$ cat src/rtl/alu_mw_seq.sv
// Multi-word execute sequencer that sits upstream of the 16-bit ALU.
// It runs one ALU pass per word, least-significant word first, chains carry between passes, and owns the {Z,CY,S,P,OV} flag register.
module alu_mw_seq #(
  parameter int unsigned WORDS = 2
) (
  input  logic                  clk,
  input  logic                  rst,
  input  logic                  start,
  input  logic [2:0]            op,
  input  logic                  use_cy,
  input  logic [16*WORDS-1:0]   a,
  input  logic [16*WORDS-1:0]   b,
  input  logic                  flg_we,
  input  logic [4:0]            flg_wdata,
  output logic                  busy,
  output logic                  done,
  output logic [16*WORDS-1:0]   result,
  output logic [4:0]            flags,
  output logic [2:0]            alu_opcode,
  output logic [15:0]           alu_arg1,
  output logic [15:0]           alu_arg2,
  output logic [4:0]            alu_in_flg,
  output logic                  alu_block_cy_ov,
  input  logic [15:0]           alu_res,
  input  logic [4:0]            alu_out_flg
);

  localparam int unsigned W    = 16 * WORDS;
  localparam int unsigned IW   = (WORDS > 1) ? $clog2(WORDS) : 1;
  localparam int unsigned F_Z  = 4;
  localparam int unsigned F_CY = 3;
  localparam int unsigned F_S  = 2;
  localparam int unsigned F_P  = 1;
  localparam int unsigned F_OV = 0;

  typedef enum logic [1:0] {
    S_IDLE = 2'd0,
    S_EXEC = 2'd1,
    S_DONE = 2'd2
  } state_t;

  state_t          state_q, state_d;
  logic [IW-1:0]   idx_q, idx_d;
  logic [W-1:0]    a_q, a_d;
  logic [W-1:0]    b_q, b_d;
  logic [2:0]      op_q, op_d;
  logic            use_cy_q, use_cy_d;
  logic            cy_q, cy_d;
  logic            zacc_q, zacc_d;
  logic            pacc_q, pacc_d;
  logic [W-1:0]    result_q, result_d;
  logic [4:0]      flags_q, flags_d;
  logic            busy_q, busy_d;
  logic            done_q, done_d;
  logic            last_c;

  assign busy   = busy_q;
  assign done   = done_q;
  assign result = result_q;
  assign flags  = flags_q;
  assign last_c = (idx_q == IW'(WORDS - 1));

  // Present the current word of the latched operands to the ALU.
  always_comb begin
    alu_arg1 = '0;
    alu_arg2 = '0;
    for (int i = 0; i < int'(WORDS); i++) begin
      if (idx_q == IW'(i)) begin
        alu_arg1 = a_q[i*16 +: 16];
        alu_arg2 = b_q[i*16 +: 16];
      end
    end
  end

  assign alu_opcode      = op_q;
  assign alu_block_cy_ov = (op_q != 3'b000) && (op_q != 3'b001);

  // Word 0 takes the optional architectural carry; later words take the chained carry.
  always_comb begin
    alu_in_flg       = flags_q;
    alu_in_flg[F_CY] = (idx_q == '0) ? (use_cy_q & flags_q[F_CY]) : cy_q;
  end

  always_comb begin
    state_d  = state_q;
    idx_d    = idx_q;
    a_d      = a_q;
    b_d      = b_q;
    op_d     = op_q;
    use_cy_d = use_cy_q;
    cy_d     = cy_q;
    zacc_d   = zacc_q;
    pacc_d   = pacc_q;
    result_d = result_q;
    flags_d  = flags_q;
    unique case (state_q)
      S_IDLE: begin
        if (start) begin
          a_d      = a;
          b_d      = b;
          op_d     = op;
          use_cy_d = use_cy;
          idx_d    = '0;
          zacc_d   = 1'b1;
          pacc_d   = 1'b0;
          state_d  = S_EXEC;
        end else if (flg_we) begin
          flags_d = flg_wdata;
        end
      end
      S_EXEC: begin
        for (int i = 0; i < int'(WORDS); i++) begin
          if (idx_q == IW'(i)) begin
            result_d[i*16 +: 16] = alu_res;
          end
        end
        cy_d   = alu_out_flg[F_CY];
        zacc_d = zacc_q & alu_out_flg[F_Z];
        pacc_d = pacc_q ^ alu_out_flg[F_P];
        if (last_c) begin
          // Whole-operand flags: Z and P fold every word, the rest come from the top word.
          flags_d[F_Z]  = zacc_q & alu_out_flg[F_Z];
          flags_d[F_CY] = alu_out_flg[F_CY];
          flags_d[F_S]  = alu_out_flg[F_S];
          flags_d[F_P]  = pacc_q ^ alu_out_flg[F_P];
          flags_d[F_OV] = alu_out_flg[F_OV];
          idx_d         = '0;
          state_d       = S_DONE;
        end else begin
          idx_d = idx_q + IW'(1);
        end
      end
      S_DONE: begin
        state_d = S_IDLE;
      end
      default: begin
        state_d = S_IDLE;
      end
    endcase
    busy_d = (state_d == S_EXEC);
    done_d = (state_d == S_DONE);
  end

  always_ff @(posedge clk) begin
    if (rst) begin
      state_q  <= S_IDLE;
      idx_q    <= '0;
      a_q      <= '0;
      b_q      <= '0;
      op_q     <= '0;
      use_cy_q <= 1'b0;
      cy_q     <= 1'b0;
      zacc_q   <= 1'b0;
      pacc_q   <= 1'b0;
      result_q <= '0;
      flags_q  <= '0;
      busy_q   <= 1'b0;
      done_q   <= 1'b0;
    end else begin
      state_q  <= state_d;
      idx_q    <= idx_d;
      a_q      <= a_d;
      b_q      <= b_d;
      op_q     <= op_d;
      use_cy_q <= use_cy_d;
      cy_q     <= cy_d;
      zacc_q   <= zacc_d;
      pacc_q   <= pacc_d;
      result_q <= result_d;
      flags_q  <= flags_d;
      busy_q   <= busy_d;
      done_q   <= done_d;
    end
  end

endmodule
$ cat config.mk
export PLATFORM = sky130hd
export DESIGN_NAME = alu_mw_seq
export DESIGN_NICKNAME = d
export VERILOG_FILES = /design/src/rtl/alu_mw_seq.sv
export SDC_FILE = /design/constraint.sdc
export NUM_CORES = 1
export LEC_CHECK = 0
export ABC_AREA = 1
export CAP_MARGIN = 10
export CORE_MARGIN = 1.5
export CORE_UTILIZATION = 47
export DETAILED_ROUTE_END_ITERATION = 12
export PLACE_DENSITY = 0.92
export RECOVER_POWER = 50
export REMOVE_ABC_BUFFERS = 1
export SKIP_CTS_REPAIR_TIMING = 1
export SLEW_MARGIN = 20
export SYNTH_ARGS = -nofsm -noshare
export SYNTH_HDL_FRONTEND = slang
export SYNTH_SLANG_ARGS = --single-unit
$ cat constraint.sdc
create_clock -name clk -period 2.4 [get_ports clk]
set_input_delay 0.36 -clock clk [delete_from_list [all_inputs] [get_ports clk]]
set_output_delay 0.36 -clock clk [all_outputs]
set_load 0.01 [all_outputs]
==> summary.txt, run 1 <==
Logic synthesis
  – Most frequently used flop master after synthesis: sky130_fd_sc_hd__dfxtp_1
  – Cell types occupying the most area after synthesis: sky130_fd_sc_hd__dfxtp_1 50%, sky130_fd_sc_hd__nand2_1 13%, sky130_fd_sc_hd__nor2_1 13%
  – Cell taking the most area after synthesis: sky130_fd_sc_hd__dfxtp_1
  – Most common cell in the netlist: sky130_fd_sc_hd__nand2_1
  – Netlist area before placement: between 0.004 and 0.005 sq mm
  – Number of warnings reported in the yosys synthesis log: 0
  – Post-synthesis instance total: between 600 and 700
  – Number of synthesized flops with an enable pin: 0
  – Post-Synthesis Mean Instance Area: a little over 7 sq um
  – Proportion of synthesized chip area in sequential cells: 0.503
  – Synth unique cells: 18
  – Synth top area share: 0.503
  – Commonest cells in the synthesized netlist: 160 x sky130_fd_sc_hd__nand2_1, 153 x sky130_fd_sc_hd__nor2_1, 113 x sky130_fd_sc_hd__dfxtp_1, 69 x sky130_fd_sc_hd__o21ai_0, 37 x sky130_fd_sc_hd__a21oi_1
  – Register bit count reported by yosys: about 110
  – Post-synthesis async set-or-reset flop share: 0

Timing
  – Worst clock skew: around 10 ps
  – Worst hold-check slack: around 460 ps
  – Unrepaired setup endpoints after global routing: false
  – Worst Max-Slew Pin Slew: roughly 830 ps
  – Fmax: approximately 430 MHz
  – Fin crit period: 2310 ps
  – Worst rel slew slack: 0.447
  – Pins Over Slew Limit: 0
  – Final clock period utilization by the worst path: 0.962
  – Endpoints failing setup: 0
  – Fin worst setup slack: roughly 90 ps
  – Final hold violation count: 0

Pwr
  – Power dissipated by switching net loads: approximately 0.0015 W
  – Internal power of the cells: 0.00399 W
  – Sequential fraction of design power: 0.386
  – Clock Power Share: 0.439
  – Leak pwr: approximately 2.8 nW
  – Total power of the final layout: between 0.005 and 0.006 W
  – Share of total power consumed by net switching: 0.271
  – Combinational cell fraction of total power: 0.175
  – Pwr Density: between 700 and 800 mW/mm^2
  – Peak supply drop: about 0.53 mV

GRT
  – Pin count of the biggest net entering global routing: 59
  – Number of antenna violations at the first check in global routing: 0
  – Global-route wire length before repair: approximately 22,000 um
  – Vias in the first global route: ~4,700
  – Sum of overflow across all layers after global routing: 0
  – GR Util All Layers: 0.272

Routing
  – Routed met1 length: around 5300 um
  – Met3 routed WL: between 1000 and 1500 um
  – Routed vias: just under 5,000
  – First-pass iteration count of the detailed router: 5
  – Vias per cell: about 5.2
  – Wire length on met2: 6720 um
  – Routed wire length per instance: 14.5 um
  – Initial DRC Count: 279
  – Highest metal layer used by the detailed router: met4
  – Total Wirelength: ~14,000 um
  – Drt drc: 0
  – Antenna Nets Post-Route: 0

Setup path
  – Setup slack, reg-to-reg: roughly 200 ps
  – WS Path Type: reg2out
  – CP most frequent cell: sky130_fd_sc_hd__nand2_1
  – Endpoint class of the critical path: primary output
  – Standard cell with the maximum stage delay on the critical path: sky130_fd_sc_hd__clkdlybuf4s50_1
  – Startpoint Class: flip-flop
  – Worst-path maximum fanout: 24
  – Critical Path Max Stage Delay: between 500 and 600 ps
  – Arrival time at the worst endpoint: 1950 ps
  – Ordered cell list for the critical path: inv_2 -> buf_8 -> nand2_1 -> nand2_1 -> clkdlybuf4s50_1
  – Data required time at the worst endpoint: between 2000 and 2500 ps

Floorplanning
  – Horizontal die dimension: slightly above 100 um
  – Vertical die dimension: around 100 um
  – Core Box Area: roughly 0.0093 sq mm
  – Area of the die: 0.0102 sq mm
  – Cell row count: 35
  – Effective utilization at floorplan: 0.485
  – Number of primary I/O pins: roughly 180

Placement
  – Setup WS pre-CTS: ~500 ps
  – Final weighted congestion in routability-driven placement: around 0.85
  – Total cell area at the placement stage: between 0.006 and 0.007 sq mm
  – HPWL after detailed placement: between 9000 and 10,000 um
  – Input/output buffers: around 180

Clocking
  – Number of clock sinks: approximately 110
  – CTS root buffer: sky130_fd_sc_hd__clkbuf_8
  – CTS H-tree lvls: 4
  – Clock latency of the later-clocked register in the worst-skew pair: just over 500 ps
  – Number of clock buffers inserted by TritonCTS: 17
  – CTS tree: built
  – Largest buffer count on any clock path: 2
  – Register clock-pin slew on the reported worst setup and hold paths: around 60 ps

Run
  – Max-cap violations: 0

Status
  – Run status: completed

Cells and area
  – Layout filler cell count: approximately 700
  – Nets@finish: slightly below 900
  – Number of inserted diodes: 0
  – Layout overhead on the synthesized area: 52.3%
  – Proportion of layout cells with a drive suffix above 1: 0.0643
  – Post-layout util: 0.738
  – Total non-filler cell area in the finished layout: about 0.0069 sq mm

Worst hold path
  – Worst Hold Class: reg2reg
[power groups by stage]
stage	clock [W]	sequential [W]	combinational, W
global placement	0	0.00214	0.000924
finish	0.00240	0.00211	0.000957
global route	0.00252	0.00213	0.00105
CTS	0.00242	0.00211	0.000964
floorplan	0	0.00217	0.000390
detailed placement	0	0.00215	0.000955
[flip-flops by register name (all words and copies together) (netlist names)]
signal and flops:
flags 5, zacc_q 1, idx_q 1, result 32
state_q 2, busy 1, alu_opcode 3, cy_q 1
use_cy_q 1, done 1, a_q 32, b_q 32
pacc_q 1
[metrics by stage]
step	setup TNS, ps	instances
4_1_cts	-66.2	938
5_1_grt	0	938
6_report	0	938
3_5_place_dp	0	906
2_1_floorplan	-906	589
3_3_place_gp	0	906
[placed cells by master (no fill, tap or decap), drive strengths merged]
master	n
clkdlybuf4s50	177
nand2	162
nor2	155
dfxtp	113
o21ai	69
a21oi	37
nand3	37
clkbuf	18
inv	18
buf	10
clkinvlp	5
clkinv	5
bufinv	2
or2	1
[final cells by class]
cell class / count / area [sq um] / share of cell area
inverters: 15 / 56.3 / 0.00821
multi-input cells: 461 / 1920 / 0.281
flip-flops and latches: 113 / 2260 / 0.330
repair buffers: 188 / 1870 / 0.273
well taps: 129 / 161 / 0.0235
clock inverters: 15 / 160 / 0.0234
clock buffers: 17 / 414 / 0.0604
[final timing paths]
| path | cells after the start | startpoint | to |
|---|---|---|---|
| hold / removal | 2 | result[31] | result[31] |
| setup / recovery | 5 | idx_q | alu_arg1[11] |
| setup reg to reg | 7 | idx_q | flags[3] |
| hold reg to reg | 2 | result[31] | result[31] |
[critical path, delay by kind of cell, from the launching register on]
kind / cells / cell delay (ps)
simple gates: 2 / 160
flops: 1 / 330
buf+inv: 3 / 940
[layer usage]
| metal | vias to the layer above | GRT usage |
|---|---|---|
| li1 | 2335 | - |
| met1 | 2248 | 0.310 |
| met2 | 249 | 0.465 |
| met3 | 34 | 0.0811 |
| met4 | 0 | 0.127 |
| met5 | - | 0 |
[cell families after synthesis]
| kind of cell | Yosys count | share of synthesized area |
|---|---|---|
| flops | 113 | 0.503 |
| simple gates | 355 | 0.312 |
| buf+inv | 63 | 0.0673 |
| compound gates | 106 | 0.118 |
(Power assumes the default switching activity.)
==> inputs of run 2 (changes only) <==
--- a/config.mk
+++ b/config.mk
@@ -8,9 +8,10 @@
 export ABC_AREA = 1
 export CAP_MARGIN = 10
 export CORE_MARGIN = 1.5
-export CORE_UTILIZATION = 47
+export CORE_UTILIZATION = 48
+export CTS_BUF_LIST = sky130_fd_sc_hd__clkbuf_8
 export DETAILED_ROUTE_END_ITERATION = 12
-export PLACE_DENSITY = 0.92
+export PLACE_DENSITY = 0.93
 export RECOVER_POWER = 50
 export REMOVE_ABC_BUFFERS = 1
 export SKIP_CTS_REPAIR_TIMING = 1
==> run 2 against run 1 <==
  * Global-route usage is 0.91 points lower
  * Wire length down 5.0%
  * Highest routed layer unchanged
  * Clock-buffer cell count grew 2
==> summary.txt, run 2 (same netlist as run 1, synthesis figures left out) <==
Status
  – Run status: completed

GRT
  – Number of antenna violations at the first check in global routing: 0
  – GR Util All Layers: 0.262
  – Sum of overflow across all layers after global routing: 0
  – Pin count of the biggest net entering global routing: 55
  – Vias in the first global route: roughly 4,600
  – Global-route wire length before repair: slightly above 20,000 um

Timing
  – Setup_tns: 0 ps
  – Worst clock skew: roughly 7.3 ps
  – Endpoints failing setup: 0
  – Unrepaired setup endpoints after global routing: false
  – Final hold violation count: 0
  – Final clock period utilization by the worst path: 0.949
  – Worst Max-Slew Pin Slew: 894 ps
  – Fin worst setup slack: between 100 and 150 ps
  – Fmax: about 440 MHz
  – Pins Over Slew Limit: 0
  – Worst rel slew slack: 0.404
  – Fin crit period: around 2300 ps

Floorplanning
  – Number of primary I/O pins: between 150 and 200
  – Horizontal die dimension: 99.8 um
  – Effective utilization at floorplan: 0.492
  – Cell row count: 35
  – Area of the die: 0.00997 sq mm
  – Core Box Area: around 0.0092 sq mm
  – Vertical die dimension: 99.8 um

Pwr
  – Peak supply drop: ~0.46 mV
  – Share of total power consumed by net switching: 0.257
  – Clock Power Share: 0.398
  – Combinational cell fraction of total power: 0.186
  – Leak pwr: 2.88 nW
  – Pwr Density: ~760 mW/mm^2
  – Internal power of the cells: between 0.003 and 0.004 W
  – Sequential fraction of design power: 0.415
  – Power dissipated by switching net loads: between 0.001 and 0.0015 W

Clocking
  – Clock latency of the later-clocked register in the worst-skew pair: about 410 ps
  – Number of clock sinks: roughly 110
  – CTS tree: built
  – CTS H-tree lvls: 4
  – Largest buffer count on any clock path: 2
  – Register clock-pin slew on the reported worst setup and hold paths: 60 ps
  – CTS root buffer: sky130_fd_sc_hd__clkbuf_8
  – Number of clock buffers inserted by TritonCTS: 17

Setup path
  – Buffers & Inverters on Critical Path: 2
  – Critical Path Max Stage Delay: around 560 ps
  – Startpoint Class: flip-flop
  – Data required time at the worst endpoint: slightly above 2000 ps
  – CP most frequent cell: sky130_fd_sc_hd__nand2_1
  – Worst-path maximum fanout: just over 50
  – CP top delay family: buffers and inverters
  – Ordered cell list for the critical path: buf_6 -> nand2_1 -> nand2_1 -> clkdlybuf4s50_1
  – Standard cell with the maximum stage delay on the critical path: sky130_fd_sc_hd__clkdlybuf4s50_1
  – Arrival time at the worst endpoint: around 1900 ps
  – WS Path Type: reg2out
  – Endpoint class of the critical path: primary output

Routing
  – Routed wire length per instance: between 10 and 15 um
  – Drt drc: 0
  – Vias per cell: roughly 5.1
  – First-pass iteration count of the detailed router: 5
  – Routed vias: 4,679
  – Total Wirelength: ~13,000 um
  – Antenna Nets Post-Route: 0
  – Initial DRC Count: approximately 200

Run
  – Max-cap violations: 0

Cells and area
  – Most common library cell in the layout ignoring fill and taps: sky130_fd_sc_hd__nand2_1
  – Layout filler cell count: 696
  – Leading cell types in the layout, fill and taps excluded: 161 x sky130_fd_sc_hd__nand2_1, 153 x sky130_fd_sc_hd__nor2_1, 144 x sky130_fd_sc_hd__clkdlybuf4s50_1
  – Layout overhead on the synthesized area: 49.1%
  – Total non-filler cell area in the finished layout: 0.00671 sq mm
  – Proportion of layout cells with a drive suffix above 1: 0.0608
  – Count of non-filler cells in the finished layout: 917
  – Nets@finish: 892
  – Number of inserted diodes: 0

Worst hold path
  – Worst Hold Class: reg2reg

Placement
  – Final weighted congestion in routability-driven placement: around 0.82
  – Input/output buffers: 177
  – Placed cell count: around 890
  – HPWL after detailed placement: 8840 um
  – Setup WS pre-CTS: between 400 and 500 ps
  – Total cell area at the placement stage: about 0.0063 sq mm
-- run 2: cell types whose count changed in the layout (fill, tap and decap cells not counted), sizes merged --
cell / delta
bufinv: +3
dlygate4sd3: +33
buf: -3
inv: -2
clkdlybuf4s50: -33
clkbuf: +3
clkinv: -1
clkinvlp: -3
-- run 2: power by group through the flow --
stage          clock network [W]  logic, W  registers (W)
2_1_floorplan                  0  0.000390        0.00217
3_5_place_dp                   0  0.000951        0.00215
5_1_grt                  0.00215   0.00104        0.00212
4_1_cts                  0.00206  0.000960        0.00211
6_report                 0.00202  0.000945        0.00211
3_3_place_gp                   0  0.000926        0.00214
-- run 2: layer usage --
layer	vias to the layer above	global-route usage	wire length (um)	part of all wire
met2	195	0.453	6480	0.50
met1	2135	0.302	5230	0.40
met3	22	0.0864	1040	0.080
li1	2327	-	-	-
met5	-	0	0	0
met4	0	0.101	213	0.016
-- run 2: worst paths after layout --
path,startpoint,end,slack [ps],depth (start not counted)
hold reg to reg,result[16],result[16],460,2
setup / recovery,idx_q,alu_arg1[1],120,4
setup reg to reg,state_q[1],a_q[4],450,5
hold / removal,result[16],result[16],460,2
-- run 2: final cells by class --
type / instances / area [sq um] / area share
Clock buffer: 19 / 262 / 0.0390
Clock inverter: 12 / 189 / 0.0282
Tap cell: 111 / 139 / 0.0207
Sequential cell: 113 / 2260 / 0.337
Multi-Input combinational cell: 461 / 1940 / 0.289
Inverter: 15 / 56.3 / 0.00839
Timing Repair Buffer: 186 / 1860 / 0.278
-- run 2: worst reg2reg max path: cells and delay by family, from the launching register on --
kind | cells | cell delay, ps
buffers and inverters | 1 | 750
and+or+nand+nor | 3 | 480
DFF | 1 | 440
AOI/OAI and AO/OA | 1 | 230
-- run 2: per-stage QoR --
stage | total power, W | util | hold slack [ps]
floorplan | 0.00256 | - | 429
global placement | 0.00306 | 0.684 | 450
detailed placement | 0.00310 | 0.684 | 454
CTS | 0.00513 | 0.734 | 464
global route | 0.00531 | 0.733 | 477
finish | 0.00507 | 0.733 | 461
